`config.mk`:
```
export PLATFORM = sky130hd
export DESIGN_NAME = puf2usrp_burst_ctrl
export DESIGN_NICKNAME = d
export VERILOG_FILES = /design/src/rtl/puf2usrp_burst_ctrl.sv
export SDC_FILE = /design/constraint.sdc
export NUM_CORES = 1
export LEC_CHECK = 0
export ABC_CLOCK_PERIOD_IN_PS = 3950
export CORE_MARGIN = 4
export CORE_UTILIZATION = 52
export CTS_CLUSTER_SIZE = 8
export DETAILED_ROUTE_END_ITERATION = 6
export MAX_ROUTING_LAYER = met4
export PLACE_DENSITY = 0.92
export SLEW_MARGIN = 20
export SYNTH_ARGS = -nofsm -noshare
export SYNTH_HDL_FRONTEND = slang
export SYNTH_SLANG_ARGS = --single-unit
```
`constraint.sdc`:
```
create_clock -name clk -period 3.95 [get_ports clk]
set_input_delay 0.395 -clock clk [delete_from_list [all_inputs] [get_ports clk]]
set_output_delay 0.395 -clock clk [all_outputs]
set_load 0.05 [all_outputs]
```
`src/rtl/puf2usrp_burst_ctrl.sv`:
```
// Burst scheduler ahead of puf2usrp: gates a continuous I/Q stream into
// fixed-length tlast-terminated bursts separated by a programmable idle gap.
module puf2usrp_burst_ctrl #(
  parameter int DATA_WIDTH = 16,
  parameter int CNT_WIDTH  = 16
) (
  input  logic                    clk,
  input  logic                    reset_n,
  input  logic                    start,
  input  logic                    stop,
  input  logic [CNT_WIDTH-1:0]    cfg_burst_len,
  input  logic [CNT_WIDTH-1:0]    cfg_gap,
  input  logic [CNT_WIDTH-1:0]    cfg_num_bursts,
  input  logic [2*DATA_WIDTH-1:0] in_tdata,
  input  logic                    in_tvalid,
  output logic                    in_tready,
  output logic [2*DATA_WIDTH-1:0] out_tdata,
  output logic                    out_tvalid,
  output logic                    out_tlast,
  input  logic                    out_tready,
  output logic                    busy,
  output logic                    done,
  output logic [CNT_WIDTH-1:0]    burst_cnt,
  output logic [31:0]             drop_cnt
);

  typedef enum logic [1:0] {
    S_IDLE,
    S_BURST,
    S_GAP
  } state_t;

  localparam logic [CNT_WIDTH-1:0] ONE = CNT_WIDTH'(1);

  state_t               state, state_nxt;
  logic [CNT_WIDTH-1:0] len_q, gap_q, nb_q;
  logic [CNT_WIDTH-1:0] beat_cnt, gap_cnt;
  logic [CNT_WIDTH-1:0] burst_cnt_inc;
  logic                 stop_pending;
  logic                 beat, last_beat, run_end, launch;

  always_comb begin
    out_tdata     = in_tdata;
    busy          = (state != S_IDLE);
    out_tvalid    = (state == S_BURST) && in_tvalid;
    in_tready     = (state == S_BURST) ? out_tready : 1'b1;
    out_tlast     = out_tvalid && (beat_cnt == len_q - ONE);
    beat          = out_tvalid && out_tready;
    last_beat     = beat && out_tlast;
    burst_cnt_inc = burst_cnt + ONE;
    launch        = start && !stop;
    // A stop arriving together with the final beat ends the run at that beat.
    run_end       = ((nb_q != '0) && (burst_cnt_inc == nb_q)) || stop_pending || stop;
  end

  always_comb begin
    state_nxt = state;
    case (state)
      S_IDLE:  if (launch) state_nxt = S_BURST;
      S_BURST: begin
        if (last_beat) begin
          if (run_end)           state_nxt = S_IDLE;
          else if (gap_q == '0)  state_nxt = S_BURST;
          else                   state_nxt = S_GAP;
        end
      end
      S_GAP: begin
        if (stop)                        state_nxt = S_IDLE;
        else if (gap_cnt == gap_q - ONE) state_nxt = S_BURST;
      end
      default: state_nxt = S_IDLE;
    endcase
  end

  always_ff @(posedge clk or negedge reset_n) begin
    if (!reset_n) begin
      state        <= S_IDLE;
      len_q        <= '0;
      gap_q        <= '0;
      nb_q         <= '0;
      beat_cnt     <= '0;
      gap_cnt      <= '0;
      burst_cnt    <= '0;
      drop_cnt     <= '0;
      stop_pending <= 1'b0;
      done         <= 1'b0;
    end else begin
      state <= state_nxt;
      done  <= 1'b0;
      case (state)
        S_IDLE: begin
          if (launch) begin
            len_q        <= (cfg_burst_len == '0) ? ONE : cfg_burst_len;
            gap_q        <= cfg_gap;
            nb_q         <= cfg_num_bursts;
            beat_cnt     <= '0;
            gap_cnt      <= '0;
            burst_cnt    <= '0;
            drop_cnt     <= '0;
            stop_pending <= 1'b0;
          end
        end
        S_BURST: begin
          if (stop) stop_pending <= 1'b1;
          if (last_beat) begin
            beat_cnt  <= '0;
            gap_cnt   <= '0;
            burst_cnt <= burst_cnt_inc;
            if (run_end) begin
              done         <= 1'b1;
              stop_pending <= 1'b0;
            end
          end else if (beat) begin
            beat_cnt <= beat_cnt + ONE;
          end
        end
        S_GAP: begin
          gap_cnt <= gap_cnt + ONE;
          if (in_tvalid && (drop_cnt != '1)) drop_cnt <= drop_cnt + 32'd1;
          if (stop) done <= 1'b1;
        end
        default: ;
      endcase
    end
  end

endmodule

```
==> results of run 1 <==
[worst min path at each step]
stage	from	end
after floorplan	reset_n	beat_cnt[0]
after global routing	reset_n	burst_cnt[5]
after global placement	gap_q[10]	gap_q[10]
after detailed placement	nb_q[6]	nb_q[6]
final	reset_n	burst_cnt[7]
after CTS	reset_n	burst_cnt[7]
[metrics by stage]
step	worst slack [ps]	hold WS [ps]	area, µm²	instances
final	232	23.3	9710	1125
after global routing	50.8	79.8	9710	1125
after CTS	147	200	9690	1124
after detailed placement	227	532	9080	1092
after global placement	308	531	9080	1092
after floorplan	171	99.4	8080	856
[what timing repair did]
| action | CTS | global route |
|---|---|---|
| endpoints found under the setup margin | 0 | 16 |
| buffers inserted | 0 | 1 |
| resized for setup | 0 | 1 |
[power groups by stage]
| stage | Sequential (µW) | Clock [µW] | Combinational, µW |
|---|---|---|---|
| 3_5_place_dp | 2060 | 0 | 1890 |
| 5_1_grt | 2090 | 1700 | 2140 |
| 3_3_place_gp | 2040 | 0 | 1830 |
| 6_report | 2050 | 1620 | 1950 |
| 4_1_cts | 2040 | 1640 | 1910 |
| 2_1_floorplan | 1950 | 0 | 1570 |
[cell type report]
cell class                      instances  area [µm²]
Fill cell                            1143        5490
Inverter                               28         105
Sequential cell                       132        3300
Tap cell                              188         235
Clock buffer                           20         457
Multi-Input combinational cell        627        4280
Clock inverter                         12         155
Timing Repair Buffer                  118        1170
[placed cells by master (no fill, tap or decap), types with 17 or more instances in the layout]
| master | Yosys | layout |
|---|---|---|
| sky130_fd_sc_hd__a21oi_1 | 26 | 26 |
| sky130_fd_sc_hd__clkbuf_16 | 0 | 17 |
| sky130_fd_sc_hd__clkdlybuf4s50_1 | 0 | 104 |
| sky130_fd_sc_hd__dfrtp_1 | 132 | 132 |
| sky130_fd_sc_hd__inv_1 | 28 | 28 |
| sky130_fd_sc_hd__mux2_2 | 52 | 52 |
| sky130_fd_sc_hd__nand2_1 | 65 | 65 |
| sky130_fd_sc_hd__nand3_1 | 44 | 44 |
| sky130_fd_sc_hd__nand4_1 | 21 | 21 |
| sky130_fd_sc_hd__nor2_1 | 75 | 74 |
| sky130_fd_sc_hd__nor3_1 | 23 | 23 |
| sky130_fd_sc_hd__nor4_1 | 19 | 19 |
| sky130_fd_sc_hd__o21ai_0 | 28 | 28 |
| sky130_fd_sc_hd__xnor2_1 | 55 | 55 |
| sky130_fd_sc_hd__xor2_1 | 44 | 44 |
[cell families (layout without fill, tap and decap cells)]
| group | after synthesis | after routing | synth area share |
|---|---|---|---|
| adders and majority gates | 11 | 11 | 0.0170 |
| xor gates and xnor gates | 100 | 100 | 0.110 |
| AOI/OAI and AO/OA | 119 | 119 | 0.0984 |
| and+or+nand+nor | 343 | 343 | 0.228 |
| buffers and inverters | 97 | 178 | 0.0633 |
| DFF | 132 | 132 | 0.409 |
| muxes | 54 | 54 | 0.0749 |
[flip-flops by register name (all words and copies together), names as in the netlist]
register,count
len_q,16
gap_cnt,16
done,1
burst_cnt,16
gap_q,16
stop_pending,1
beat_cnt,16
state,2
drop_cnt,32
nb_q,16
[metal layers]
metal / vias up / global-route usage / wire length, µm
li1: 3169 / - / -
met1: 3315 / 0.296 / 8310
met2: 304 / 0.376 / 9890
met3: 55 / 0.0498 / 1170
met4: 0 / 0.0987 / 556
met5: - / - / 0
[critical path, delay by kind of cell, from the launching register on]
| kind | cells | cell delay (ps) |
|---|---|---|
| AND/OR/NAND/NOR | 4 | 1750 |
| flip-flops | 1 | 440 |
| adder cells (fa/ha/maj) | 1 | 230 |
| buffers and inverters | 2 | 310 |
| XOR/XNOR | 1 | 170 |
==> impl_table.tex, run 1 <==
\begin{tabular}{lr}
\hline
Metric & Value \\
\hline
\multicolumn{2}{l}{\textbf{Routing}} \\
\quad First-pass iteration count of the detailed router & 5 \\
\quad Number of nets still failing antenna checks after routing & 0 \\
\quad Residual DRC count & 0 \\
\quad Wire length per cell after detailed routing & 17.7 µm \\
\quad Average vias per placed instance & 6.08 \\
\quad Via Count & 6843 \\
\quad Final wirelength & 19900 µm \\
\quad Initial DRC count & 695 \\
\multicolumn{2}{l}{\textbf{Worst setup path}} \\
\quad Slowest cell on the critical path & sky130\_fd\_sc\_hd\_\_or4b\_1 \\
\quad Delay of the slowest cell on the worst path & 550 ps \\
\quad Launch point of the worst reg-to-reg path & len\_q[0] \\
\quad Crit path launch type & flip-flop \\
\quad Launch point of the worst path & len\_q[0] \\
\quad Cell breakdown of the critical path & inv\_1 -> ha\_1 -> or4b\_1 -> nand4b\_1 -> xnor2\_1 -> or4\_4 -> nor4\_4 -> buf\_12 \\
\quad Critical R2R Capture & state[1] \\
\quad Critical Path Sink Type & output port \\
\quad R2R Setup Slk & 260 ps \\
\quad Endpoint required time on the critical path & 3560 ps \\
\quad Crit Path Class & flip-flop to output port \\
\quad Arrival time worst endpoint & 3320 ps \\
\quad Worst-path fanout max & 6 \\
\quad Number of cells traversed by the worst register-to-register path & 10 \\
\quad End of the critical path & out\_tlast \\
\multicolumn{2}{l}{\textbf{Yosys}} \\
\quad Synthesized area per cell & 9.44 µm² \\
\quad Netlist cell types & 65 \\
\quad Syn Nets & 953 \\
\quad Most instantiated cells after synthesis & sky130\_fd\_sc\_hd\_\_dfrtp\_1, sky130\_fd\_sc\_hd\_\_nor2\_1, sky130\_fd\_sc\_hd\_\_nand2\_1, sky130\_fd\_sc\_hd\_\_xnor2\_1, sky130\_fd\_sc\_hd\_\_mux2\_2 \\
\quad Number of synthesized flops with an enable pin & 0 \\
\quad Sequential share of the synthesized area & 0.409 \\
\quad Top cell type by total area after synthesis & sky130\_fd\_sc\_hd\_\_dfrtp\_1 \\
\quad Mapped Area & 0.00808 mm² \\
\quad Proportion of netlist area held by the largest area contributor & 0.409 \\
\quad Post-synthesis async set-or-reset flop share & 1.00 \\
\quad Total of flip-flops plus latches after synthesis & 132 \\
\quad Post-synth top flop & sky130\_fd\_sc\_hd\_\_dfrtp\_1 \\
\quad Number of instances in the synthesized netlist & 856 \\
\quad Leading cell types by total area after synthesis & sky130\_fd\_sc\_hd\_\_dfrtp\_1, sky130\_fd\_sc\_hd\_\_mux2\_2, sky130\_fd\_sc\_hd\_\_xnor2\_1 \\
\quad Yosys warning total & 0 \\
\quad Most common cell in the netlist & sky130\_fd\_sc\_hd\_\_dfrtp\_1 \\
\multicolumn{2}{l}{\textbf{STA}} \\
\quad Total Neg Setup Slack & 0 ps \\
\quad Finish-stage setup viols & 0 \\
\quad Actual slew at the worst max-slew pin & 1080 ps \\
\quad Setup repair after global routing missed its margin & no \\
\quad Max Clock Freq & 269 MHz \\
\quad Hold Vio Cnt, Final & 0 \\
\quad Setup Skew & 8.87 ps \\
\quad Max-Slew Margin vs Limit & 0.277 \\
\quad Min Tclk post-route & 3720 ps \\
\quad Share of the clock period used by the worst path & 0.941 \\
\quad Number of slew-limit violations in the final report & 0 \\
\multicolumn{2}{l}{\textbf{Global route}} \\
\quad Number of antenna violations at the first check in global routing & 0 \\
\quad Wire length of the first global-routing pass & 33300 µm \\
\quad Number of global-route vias before repair & 6729 \\
\quad Global-route usage over all layers & 0.237 \\
\quad Remaining Overflow, GRT & 0 \\
\quad Maximum number of pins on one net before global-route repair & 81 \\
\multicolumn{2}{l}{\textbf{Power}} \\
\quad Power density over cell area & 579 mW/mm² \\
\quad Worst IR drop on VDD & 0.000375 V \\
\quad Overall power & 5620 µW \\
\quad Switching part of the total & 0.366 \\
\quad Sequential fraction of design power & 0.365 \\
\quad Share of total power in combinational logic & 0.346 \\
\quad Net switching power & 2060 µW \\
\quad Clk network pwr share & 0.289 \\
\quad Static power due to leakage & 0.00395 µW \\
\quad Internal Power & 3560 µW \\
\multicolumn{2}{l}{\textbf{Placement}} \\
\quad Global placer's final weighted congestion & 0.947 \\
\quad Count of input and output buffers & 106 \\
\quad DP Wirelength & 13600 µm \\
\multicolumn{2}{l}{\textbf{Clock tree}} \\
\quad Master cell of the clock root buffer & sky130\_fd\_sc\_hd\_\_clkbuf\_16 \\
\quad Skew-Pair Late Insertion Delay & 420 ps \\
\quad Clock Pin Slew Worst Setup and Hold Paths & 60 ps \\
\quad Clock tree from TritonCTS & yes \\
\quad Inserted Clock Buffers & 17 \\
\quad Clock Sink Count & 132 \\
\quad Maximum level of the CTS H-tree & 4 \\
\quad Maximum buffer depth of the clock tree & 2 \\
\quad Post-CTS Hold Buffers & 0 \\
\multicolumn{2}{l}{\textbf{Run}} \\
\quad Max-cap violation count & 0 \\
\multicolumn{2}{l}{\textbf{Cells and area}} \\
\quad Final Net Count & 1021 \\
\quad Final cell utilization of the core & 0.639 \\
\quad Fraction of layout cells with a size suffix above 1 & 0.123 \\
\quad ANT cells & 0 \\
\quad Area growth from synthesis to layout & 20.1\% \\
\multicolumn{2}{l}{\textbf{Floorplan}} \\
\quad Total Die Area & 0.0176 mm² \\
\quad Placeable core region & 0.0152 mm² \\
\quad Starting density of the core & 0.532 \\
\quad Die extent in x & 133 µm \\
\quad Site Rows & 45 \\
\quad Top-Level Pins & 171 \\
\quad Die height & 133 µm \\
\multicolumn{2}{l}{\textbf{Hold path}} \\
\quad Worst min-delay path class & input pin to async pin \\
\multicolumn{2}{l}{\textbf{Status}} \\
\quad Status & finished, final reports clean \\
\hline
\end{tabular}
(Power assumes the default switching activity.)
==> run 2: changes to the inputs <==
- CORE_UTILIZATION: 52 -> 40
- PLACE_DENSITY: 0.92 -> 0.76
==> run 2 against run 1 <==
Compared with the run above:
- the flow now finishes with violations (negative hold slack)
- core utilization is 14 points lower
- register-to-register slack got worse by 70 ps
- count of clock-buffer cells in the layout decreased by 1
- setup slack worse by 39 ps
- final area is 0.80% higher
- clock power about the same
- sequential power is essentially flat
- critical path depth up 3
- via count down 2.7%
- critical path type is now flip-flop to flip-flop
- largest cell class unchanged
- largest power group unchanged
- highest routed layer unchanged
==> impl_table.tex, run 2 (synthesized netlist as in run 1, its figures left out) <==
\begin{tabular}{lr}
\hline
Metric & Value \\
\hline
\multicolumn{2}{l}{\textbf{Status}} \\
\quad Status & finished, violations left \\
\quad Violations in the final reports & negative hold slack \\
\multicolumn{2}{l}{\textbf{Routing}} \\
\quad Final wirelength & 19700 µm (-0.98\%) \\
\quad Initial DRC count & 403 (-42\%) \\
\quad Via Count & 6656 (-2.7\%) \\
\quad Number of nets still failing antenna checks after routing & 0 (unchanged) \\
\quad Met2 wire length & 9440 µm (-4.6\%) \\
\quad Post-Route M1 WL & 8680 µm (+4.5\%) \\
\quad Average vias per placed instance & 5.53 (-9.1\%) \\
\quad Residual DRC count & 0 (unchanged) \\
\quad Highest routed layer & met4 \\
\quad Met3 wirelength from detailed routing & 1160 µm (-0.77\%) \\
\quad Wire length per cell after detailed routing & 16.4 µm (-7.5\%) \\
\quad First-pass iteration count of the detailed router & 5 (unchanged) \\
\multicolumn{2}{l}{\textbf{Global route}} \\
\quad Wire length of the first global-routing pass & 32200 µm (-3.4\%) \\
\quad Maximum number of pins on one net before global-route repair & 75 (-7.4\%) \\
\quad Number of global-route vias before repair & 6492 (-3.5\%) \\
\quad Remaining Overflow, GRT & 0 (unchanged) \\
\quad Number of antenna violations at the first check in global routing & 0 (unchanged) \\
\quad Global-route usage over all layers & 0.182 (-0.0549) \\
\multicolumn{2}{l}{\textbf{STA}} \\
\quad Setup repair after global routing missed its margin & no \\
\quad Finish-stage setup viols & 0 (unchanged) \\
\quad Hold Vio Cnt, Final & 8 (+8) \\
\quad Share of the clock period used by the worst path & 0.951 (+0.00989) \\
\quad Setup Skew & 9.49 ps (+0.613 ps) \\
\quad Max-Slew Margin vs Limit & 0.449 (+0.172) \\
\quad Worst hold margin & -10.7 ps (-34.0 ps) \\
\quad Actual slew at the worst max-slew pin & 827 ps (-258 ps) \\
\quad Min Tclk post-route & 3760 ps (+39.1 ps) \\
\quad Total Neg Setup Slack & 0 ps (unchanged) \\
\quad Number of slew-limit violations in the final report & 0 (unchanged) \\
\quad Max Clock Freq & 266 MHz (-1.0\%) \\
\multicolumn{2}{l}{\textbf{Floorplan}} \\
\quad Placeable core region & 0.0197 mm² (+29\%) \\
\quad Site Rows & 51 (+13\%) \\
\quad Starting density of the core & 0.411 (-0.120) \\
\quad Top-Level Pins & 171 (unchanged) \\
\quad Die height & 150 µm (+13\%) \\
\quad Die extent in x & 150 µm (+13\%) \\
\quad Total Die Area & 0.0225 mm² (+28\%) \\
\multicolumn{2}{l}{\textbf{Clock tree}} \\
\quad Inserted Clock Buffers & 17 (unchanged) \\
\quad Maximum buffer depth of the clock tree & 2 (unchanged) \\
\quad Clock Sink Count & 132 (unchanged) \\
\quad Maximum level of the CTS H-tree & 4 (unchanged) \\
\quad Clock Pin Slew Worst Setup and Hold Paths & 60 ps (about the same) \\
\quad Clock tree from TritonCTS & yes \\
\quad Skew-Pair Late Insertion Delay & 420 ps (about the same) \\
\quad Setup bufs post-CTS & 0 (unchanged) \\
\quad Master cell of the clock root buffer & sky130\_fd\_sc\_hd\_\_clkbuf\_16 \\
\multicolumn{2}{l}{\textbf{Cells and area}} \\
\quad ANT cells & 0 (unchanged) \\
\quad Final standard cell area without fillers & 0.00979 mm² (+0.80\%) \\
\quad Fraction of layout cells with a size suffix above 1 & 0.125 (+0.00187) \\
\quad Commonest non-fill, non-tap cell in the layout & sky130\_fd\_sc\_hd\_\_dfrtp\_1 \\
\quad Area growth from synthesis to layout & 21.1\% \\
\quad Max FFs per register & 32 (unchanged) \\
\quad Filler-free cell count of the finished design & 1204 (+7.0\%) \\
\quad Final cell utilization of the core & 0.498 (-0.141) \\
\quad Final Net Count & 1023 (+0.20\%) \\
\quad Register ranked first by flip-flop count & drop\_cnt \\
\quad Most frequent cells in the layout & sky130\_fd\_sc\_hd\_\_dfrtp\_1, sky130\_fd\_sc\_hd\_\_clkdlybuf4s50\_1, sky130\_fd\_sc\_hd\_\_nor2\_1 \\
\multicolumn{2}{l}{\textbf{Worst setup path}} \\
\quad Crit path launch type & flip-flop \\
\quad Critical path buffers and inverters & 2 (unchanged) \\
\quad Arrival time worst endpoint & 4050 ps (+730 ps) \\
\quad Slowest cell on the critical path & sky130\_fd\_sc\_hd\_\_or4b\_1 \\
\quad Delay of the slowest cell on the worst path & 530 ps (-20 ps) \\
\quad Critical Path Sink Type & flip-flop \\
\quad Endpoint required time on the critical path & 4250 ps (+690 ps) \\
\quad Family of cells with the greatest summed delay on the critical path & simple AND/OR/NAND/NOR gates \\
\quad Cell breakdown of the critical path & inv\_1 -> ha\_1 -> or4b\_1 -> nand4b\_1 -> xnor2\_1 -> or4\_4 -> nor4\_4 -> nand4\_4 -> a22oi\_4 -> buf\_4 -> nor2\_1 \\
\quad Crit Path Class & flip-flop to flip-flop \\
\quad Worst-path fanout max & 14 (+8) \\
\multicolumn{2}{l}{\textbf{Power}} \\
\quad Net switching power & 2020 µW (-1.8\%) \\
\quad Internal Power & 3510 µW (-1.4\%) \\
\quad Worst IR drop on VDD & 0.000314 V (-16\%) \\
\quad Switching part of the total & 0.365 (-0.000926) \\
\quad Clk network pwr share & 0.291 (+0.002) \\
\quad Power density over cell area & 565 mW/mm² (-2.3\%) \\
\quad Share of total power in combinational logic & 0.341 (-0.005) \\
\quad Sequential fraction of design power & 0.369 (+0.004) \\
\quad Static power due to leakage & 0.00396 µW (about the same) \\
\multicolumn{2}{l}{\textbf{Placement}} \\
\quad Global placer's final weighted congestion & 0.889 (-6.2\%) \\
\quad Placed Instances & 1172 (+7.3\%) \\
\quad Post-detailed-placement cell area & 0.00919 mm² (+1.2\%) \\
\quad DP Wirelength & 14300 µm (+4.8\%) \\
\quad Count of input and output buffers & 106 (unchanged) \\
\multicolumn{2}{l}{\textbf{Run}} \\
\quad Max-cap violation count & 0 (unchanged) \\
\multicolumn{2}{l}{\textbf{Hold path}} \\
\quad Worst min-delay path class & input pin to async pin \\
\hline
\end{tabular}
[run 2: cell count changes in the layout (fill, tap and decap cells not counted), sizes merged]
cell and change:
buf +2, clkinv +2, clkinvlp -2, clkbuf -1, inv +1
[run 2: final cells by class]
cell class,count,area (µm²)
Tap cell,265,332
Multi-Input combinational cell,627,4280
Sequential cell,132,3300
Fill cell,1828,9870
Clock inverter,13,159
Clock buffer,19,433
Timing Repair Buffer,120,1180
Inverter,28,105
[run 2: final timing paths]
path | startpoint | end | slack [ps] | cells past startpoint
min reg2reg | len_q[15] | len_q[15] | 550 | 1
max in group asynchronous | reset_n | drop_cnt[0] | 3060 | 2
min in group clk | len_q[15] | len_q[15] | 550 | 1
max reg2reg | len_q[0] | beat_cnt[10] | 190 | 11
max | len_q[0] | beat_cnt[10] | 190 | 11
min | reset_n | len_q[3] | -10 | 1
[run 2: metrics by stage]
stage | hold WS (ps) | worst slack (ps) | power (µW)
after global routing | 48.8 | 9.62 | 5890
after CTS | 28.3 | 192 | 5560
final | -10.7 | 193 | 5530
after floorplan | 99.4 | 171 | 3510
after global placement | 470 | 296 | 3880
after detailed placement | 469 | 210 | 3930
[run 2: per-layer routing]
layer,vias up,track usage
met1,3230,0.234
li1,3178,-
met2,207,0.279
met5,-,-
met3,41,0.0515
met4,0,0.0576
[run 2: timing repair]
item / in CTS / in global routing
endpoints found under the setup margin: 0 / 14
hold buffers: 0 / 0
gates resized for setup: 0 / 1
[run 2: power groups by stage]
stage | clock network, µW | logic, µW | registers, µW
floorplan | 0 | 1570 | 1950
global placement | 0 | 1840 | 2040
detailed placement | 0 | 1870 | 2060
CTS | 1630 | 1890 | 2030
global route | 1710 | 2090 | 2090
finish | 1610 | 1890 | 2040
